===== src/rtl/alu_seq_nbit.sv =====
// alu_seq_nbit -- clocked, parameterised ALU with a start/done handshake.
// Operands and opcode are captured on start. Add, sub, logic and shift
// operations finish in one execute cycle. Multiply (shift-add) and
// divide/modulo (restoring) iterate for WIDTH cycles. done pulses for one
// cycle alongside a registered result and NZCV flags.
//
// Ports:
//   clk, rst_n      clock (rising edge), async active-low reset
//   start           request, sampled only while idle
//   a, b            operands (b is also the shift amount)
//   op              4-bit opcode
//   busy            high from capture until done
//   done            one-cycle completion pulse
//   result          registered result, held until the next done
//   NFlag..VFlag    registered flags that go with result
module alu_seq_nbit #(
  parameter int WIDTH = 16
) (
  input  logic             clk,
  input  logic             rst_n,
  input  logic             start,
  input  logic [WIDTH-1:0] a,
  input  logic [WIDTH-1:0] b,
  input  logic [3:0]       op,
  output logic             busy,
  output logic             done,
  output logic [WIDTH-1:0] result,
  output logic             NFlag,
  output logic             ZFlag,
  output logic             CFlag,
  output logic             VFlag
);
  localparam int SHW = $clog2(WIDTH);

  localparam logic [3:0] OP_ADD = 4'b0001;
  localparam logic [3:0] OP_SUB = 4'b0010;
  localparam logic [3:0] OP_MUL = 4'b0011;
  localparam logic [3:0] OP_DIV = 4'b0100;
  localparam logic [3:0] OP_AND = 4'b0101;
  localparam logic [3:0] OP_MOD = 4'b0110;
  localparam logic [3:0] OP_OR  = 4'b0111;
  localparam logic [3:0] OP_XOR = 4'b1000;
  localparam logic [3:0] OP_SHL = 4'b1001;
  localparam logic [3:0] OP_SHR = 4'b1011;

  typedef enum logic [1:0] {IDLE, EXEC, ITER, FIN} state_t;
  state_t state, state_nxt;

  logic [WIDTH-1:0]   a_q, b_q;
  logic [3:0]         op_q;
  logic [SHW-1:0]     cnt;
  logic               done_nxt;
  logic               is_iter;

  // iteration state: mul uses acc/mcand/q (q = multiplier),
  // div/mod use rem/q (q = dividend shifting out, quotient shifting in)
  logic [2*WIDTH-1:0] acc, mcand, acc_nxt, mcand_nxt;
  logic [WIDTH-1:0]   q, q_nxt, rem, rem_nxt, rem_diff;
  logic [WIDTH:0]     rem_sh;
  logic               ge;

  // single-cycle datapath
  logic [WIDTH:0]     sum, dif, shl, shr;
  logic [WIDTH-1:0]   res1;
  logic               c1, v1;

  // result write port
  logic               wr_en, wr_c, wr_v;
  logic [WIDTH-1:0]   wr_res;

  assign is_iter = (op_q == OP_MUL) || (op_q == OP_DIV) || (op_q == OP_MOD);

  // ---------------- FSM: state register ----------------
  always_ff @(posedge clk or negedge rst_n) begin
    if (!rst_n) state <= IDLE;
    else        state <= state_nxt;
  end

  // ---------------- FSM: next state ----------------
  always_comb begin
    state_nxt = state;
    case (state)
      IDLE: if (start)       state_nxt = EXEC;
      EXEC: state_nxt = is_iter ? ITER : FIN;
      ITER: if (cnt == '0)   state_nxt = FIN;
      FIN:  state_nxt = IDLE;
      default: state_nxt = IDLE;
    endcase
  end

  // ---------------- FSM: outputs ----------------
  // done is registered off FIN so it lands one edge after the result.
  always_comb begin
    busy     = (state != IDLE);
    done_nxt = (state == FIN);
  end

  // ---------------- single-cycle ops ----------------
  assign sum = {1'b0, a_q} + {1'b0, b_q};
  assign dif = {1'b0, a_q} - {1'b0, b_q};
  // One extra bit catches the last bit shifted out. Shifts by >= WIDTH+1
  // clear everything; a shift of exactly WIDTH leaves the edge bit in it.
  assign shl = {1'b0, a_q} << b_q;
  assign shr = {a_q, 1'b0} >> b_q;

  always_comb begin
    res1 = '0;
    c1   = 1'b0;
    v1   = 1'b0;
    case (op_q)
      OP_ADD: begin
        res1 = sum[WIDTH-1:0];
        c1   = sum[WIDTH];
        v1   = (a_q[WIDTH-1] == b_q[WIDTH-1]) && (sum[WIDTH-1] != a_q[WIDTH-1]);
      end
      OP_SUB: begin
        res1 = dif[WIDTH-1:0];
        c1   = ~dif[WIDTH];
        v1   = (a_q[WIDTH-1] != b_q[WIDTH-1]) && (dif[WIDTH-1] != a_q[WIDTH-1]);
      end
      OP_AND: res1 = a_q & b_q;
      OP_OR:  res1 = a_q | b_q;
      OP_XOR: res1 = a_q ^ b_q;
      OP_SHL: begin
        res1 = shl[WIDTH-1:0];
        c1   = shl[WIDTH];
      end
      OP_SHR: begin
        res1 = shr[WIDTH:1];
        c1   = shr[0];
      end
      default: ;
    endcase
  end

  // ---------------- iterative step ----------------
  assign acc_nxt   = acc + (q[0] ? mcand : '0);
  assign mcand_nxt = mcand << 1;

  // Restoring division. With b = 0 the compare always succeeds, so the
  // quotient fills with ones and the remainder ends up equal to a.
  assign rem_sh   = {rem, q[WIDTH-1]};
  assign ge       = rem_sh >= {1'b0, b_q};
  assign rem_diff = rem_sh[WIDTH-1:0] - b_q;
  assign rem_nxt  = ge ? rem_diff : rem_sh[WIDTH-1:0];
  assign q_nxt    = (op_q == OP_MUL) ? (q >> 1) : {q[WIDTH-2:0], ge};

  // ---------------- result write select ----------------
  always_comb begin
    wr_en  = 1'b0;
    wr_res = res1;
    wr_c   = c1;
    wr_v   = v1;
    if (state == EXEC && !is_iter) begin
      wr_en = 1'b1;
    end else if (state == ITER && cnt == '0) begin
      wr_en = 1'b1;
      case (op_q)
        OP_MUL: begin
          wr_res = acc_nxt[WIDTH-1:0];
          wr_c   = |acc_nxt[2*WIDTH-1:WIDTH];
          wr_v   = 1'b0;
        end
        OP_DIV: begin
          wr_res = q_nxt;
          wr_c   = 1'b0;
          wr_v   = (b_q == '0);
        end
        default: begin
          wr_res = rem_nxt;
          wr_c   = 1'b0;
          wr_v   = (b_q == '0);
        end
      endcase
    end
  end

  // ---------------- datapath registers ----------------
  always_ff @(posedge clk or negedge rst_n) begin
    if (!rst_n) begin
      a_q    <= '0;
      b_q    <= '0;
      op_q   <= '0;
      cnt    <= '0;
      acc    <= '0;
      mcand  <= '0;
      q      <= '0;
      rem    <= '0;
      done   <= 1'b0;
      result <= '0;
      NFlag  <= 1'b0;
      ZFlag  <= 1'b0;
      CFlag  <= 1'b0;
      VFlag  <= 1'b0;
    end else begin
      done <= done_nxt;
      if (state == IDLE && start) begin
        a_q  <= a;
        b_q  <= b;
        op_q <= op;
      end
      if (state == EXEC && is_iter) begin
        cnt   <= SHW'(WIDTH - 1);
        acc   <= '0;
        mcand <= {{WIDTH{1'b0}}, a_q};
        rem   <= '0;
        q     <= (op_q == OP_MUL) ? b_q : a_q;
      end
      if (state == ITER) begin
        cnt   <= cnt - SHW'(1);
        acc   <= acc_nxt;
        mcand <= mcand_nxt;
        rem   <= rem_nxt;
        q     <= q_nxt;
      end
      if (wr_en) begin
        result <= wr_res;
        NFlag  <= wr_res[WIDTH-1];
        ZFlag  <= (wr_res == '0);
        CFlag  <= wr_c;
        VFlag  <= wr_v;
      end
    end
  end

endmodule


===== config.mk =====
export PLATFORM = sky130hd
export DESIGN_NAME = alu_seq_nbit
export DESIGN_NICKNAME = d
export VERILOG_FILES = /design/src/rtl/alu_seq_nbit.sv
export SDC_FILE = /design/constraint.sdc
export NUM_CORES = 1
export LEC_CHECK = 0
export BUFFER_PORTS_ARGS = -buffer_cell sky130_fd_sc_hd__buf_2
export CAP_MARGIN = 20
export CELL_PAD_IN_SITES_DETAIL_PLACEMENT = 0
export CELL_PAD_IN_SITES_GLOBAL_PLACEMENT = 1
export CORE_ASPECT_RATIO = 0.6
export CORE_UTILIZATION = 30
export CTS_CLUSTER_DIAMETER = 60
export DETAILED_ROUTE_END_ITERATION = 16
export PLACE_DENSITY = 0.61
export SYNTH_ARGS = -nofsm -noshare
export SYNTH_HDL_FRONTEND = slang
export SYNTH_SLANG_ARGS = --single-unit

===== constraint.sdc =====
create_clock -name clk -period 8.4 [get_ports clk]
set_input_delay 1.68 -clock clk [delete_from_list [all_inputs] [get_ports clk]]
set_output_delay 1.68 -clock clk [all_outputs]
set_load 0.02 [all_outputs]

==> summary.txt <==
status = finished, final reports clean
RSZ-0062 raised after global routing = no
Leak = 6.71 nW
CP required = 8.76 ns
register clock-pin slew on the reported worst setup and hold paths = 0.08 ns
period utilisation layout = 54.1%
# H-tree levels = 4
reg2reg setup slack = 3.86 ns
reg2reg path depth = 13
routed vias/inst = 5.93
largest net degree at the start of global routing = 88
Clock Path Buffers = 2
CP max stage delay = 0.54 ns
asr flop ratio synth = 100%
CP Data Arrival Time = 4.91 ns
PwrDens = 493 nW/µm²
startpoint types = flop
I/O pin count = 61
crit path max fanout = 39
final setup TNS = 0 ns
sequential element share of the synthesized area = 28.1%
vias in the first global route = 13100
Setup Skew = 0.0248 ns
DRC errors left = 0
Total GRT Usage = 26.3%
Ys Warns = 0
TritonRoute pass-1 iters = 6
Final Hold Fails = 0
Die Height = 170 µm
initial antenna violation count = 1
first-pass GRT wire length = 91400 µm
detailed placer's ending HPWL = 48000 µm
Starting Density = 30.4%
TritonCTS clock tree = done
input/output buffers = 60
initial drt markers = 1962
Post-synth EDFFs = 0
Horiz. Die Dim = 282 µm
Distinct cells, synth = 93
Min-Delay Endpoint = acc[8]
Placed Cells = 2369
crit path cell chain = buf_4 > inv_2 > ha_1 > o21ba_2 > or4_1 > nand3_1 > nand2_1 > a2111oi_0 > a21oi_1 > a211oi_1 > and4_1 > nand4b_1 > o31ai_1
Max-slew headroom = 34.8%
total global routing overflow = 0
Routed Antenna Nets = 0
Hold Startpoint = acc[8]
Slew @ Worst Pin = 0.978 ns
final net count = 1906
# diodes = 0
average wire per cell in the routed design = 25.9 µm
final wirelength = 62300 µm
Post-synth top flop = dfrtp_1
fmax = 220 MHz
Synth Area per Inst = 8.00 µm²
share of cells above drive strength 1 = 12.9%
WHS Path Cells = 2
Post-CTS Hold Fix Bufs = 0
via count = 14200
Clk Latency, worst-skew pair = 0.46 ns
Max VDD drop = 0.195 mV
# resized after CTS = 0
Synth Register Bits = 158
Mapped Cells = 1761
Layout area overhead = 11.4%
critical path capture point type = flop
Synth Net Count = 1906
Final setup viols = 0
# Post-CTS Setup Buffers = 0
Critical Setup Path Class = reg2reg
number of max-cap violations = 0
Num Clock Sinks = 158
core area = 46300 µm²
routability-driven placement congestion ratio = 1.00
Non-Filler Instances = 2404
Slew Viols, Final = 0
critical path's slowest cell = a2111oi_0
Post-Syn Area = 14100 µm²
RR Startpoint = b_q[1]
worst reg2reg endpoint = ZFlag
FP Rows = 61
Root Buffer = clkbuf_16
total CTS buffers = 17
total die area = 47800 µm²
fin crit period = 4.54 ns
Hold Crit Class = reg2reg
layout make-up:
class,instances,area (µm²)
clock inverter,15,169
sequential,158,3960
timing repair buffer,98,613
inverter,65,244
multi-input combinational,1421,9490
fill,4879,30600
clock buffer,17,425
tap,630,788
cells in the mapped netlist (all sizes together) (5+ instances only):
cell type / number / area, µm²
mux4: 8 / 180
a21oi: 130 / 651
or4: 8 / 67.6
inv: 65 / 244
nor4: 9 / 71.3
xor2: 19 / 166
a21o: 22 / 166
o221ai: 8 / 76.3
nand3: 38 / 190
and3: 9 / 56.3
o21a: 13 / 97.6
nand2: 256 / 963
a22oi: 17 / 128
o211ai: 22 / 165
nor2: 138 / 521
nand2b: 8 / 50.1
buf: 36 / 173
ha: 102 / 1280
dfrtp: 158 / 3950
mux2: 55 / 619
a211o: 7 / 61.3
o31a: 5 / 43.8
a2111oi: 7 / 61.3
a221oi: 10 / 87.6
nor3: 46 / 246
nor2b: 6 / 37.5
nand4: 9 / 56.3
nor4b: 5 / 43.8
xnor2: 30 / 263
o211a: 6 / 60.1
clkbuf: 81 / 304
o31ai: 9 / 67.6
nand3b: 6 / 45.0
o21bai: 10 / 75.1
a211oi: 42 / 325
o21ai: 140 / 701
mux2i: 32 / 320
o2111ai: 5 / 43.8
and2: 38 / 240
o22ai: 20 / 125
o41ai: 5 / 43.8
or3: 14 / 87.6
a31oi: 34 / 213
a22o: 9 / 78.8
metrics by stage:
stage / instance area, µm² / util, % / setup WS (ns) / hold slack, ns / power (mW)
finish: 15700 / 33.9 / 3.86 / 0.496 / 7.73
floorplan: 14100 / - / 4.72 / 0.456 / 4.82
detailed placement: 15000 / 32.5 / 3.89 / 0.480 / 6.66
global placement: 15000 / 32.5 / 3.91 / 0.474 / 6.64
CTS: 15600 / 33.8 / 3.87 / 0.497 / 7.50
global route: 15700 / 33.9 / 3.57 / 0.519 / 8.17
critical path, delay by kind of cell (launching register included):
family,cells,cell delay [ns]
AO/OA/AOI/OAI,5,1.58
AND/OR/NAND/NOR,5,1.33
buffers and inverters,2,0.80
adder cells (fa/ha/maj),1,0.41
flip-flops,1,0.33
cells in the final DEF (no fill, tap or decap), types with 36 or more instances in the layout:
| cell type | n |
|---|---|
| mux2_2 | 54 |
| nand3_1 | 38 |
| a211oi_1 | 40 |
| nor2_1 | 137 |
| buf_2 | 59 |
| inv_1 | 64 |
| nand2_1 | 254 |
| and2_1 | 36 |
| o21ai_0 | 136 |
| a21oi_1 | 130 |
| ha_1 | 101 |
| dfrtp_1 | 157 |
| nor3_1 | 42 |
flip-flops by register name, summed over array words and instances (netlist names):
signal and count:
rem 16, state 2, mcand 32, b_q 16, q 16, CFlag 1, op_q 4, ZFlag 1
a_q 16, acc 32, done 1, cnt 4, result 16, VFlag 1
how the worst max path moves through the flow:
stage	from	slack [ns]	to	cells past startpoint
after floorplan	b_q[1]	4.72	ZFlag	14
after global placement	b_q[1]	3.91	ZFlag	13
after detailed placement	b_q[1]	3.89	ZFlag	13
after CTS	b_q[1]	3.87	ZFlag	13
after global routing	b_q[1]	3.57	ZFlag	13
final	b_q[1]	3.86	ZFlag	13
routing by layer:
| metal | vias to the layer above | part of all wire (%) | GRT usage (%) |
|---|---|---|---|
| met5 | - | 0.19 | 1.95 |
| met4 | 2 | 1.2 | 4.68 |
| met3 | 41 | 13 | 10.1 |
| met2 | 734 | 34 | 30.7 |
| met1 | 7028 | 52 | 42.7 |
| li1 | 6441 | - | - |
power breakdown:
group / internal, mW / switching (mW) / total [mW]
Sequential: 1.06 / 0.521 / 1.58
Clock: 0.400 / 0.414 / 0.814
Combinational: 1.83 / 3.51 / 5.33
Total: 3.29 / 4.44 / 7.73
logic make-up after synthesis:
group / share of synthesized area, %
xor+xnor: 3.05
fa+ha+maj: 9.63
compound gates: 25.8
buf+inv: 5.12
mux: 7.95
flops: 28.1
simple gates: 20.3
(Power assumes the default switching activity.)
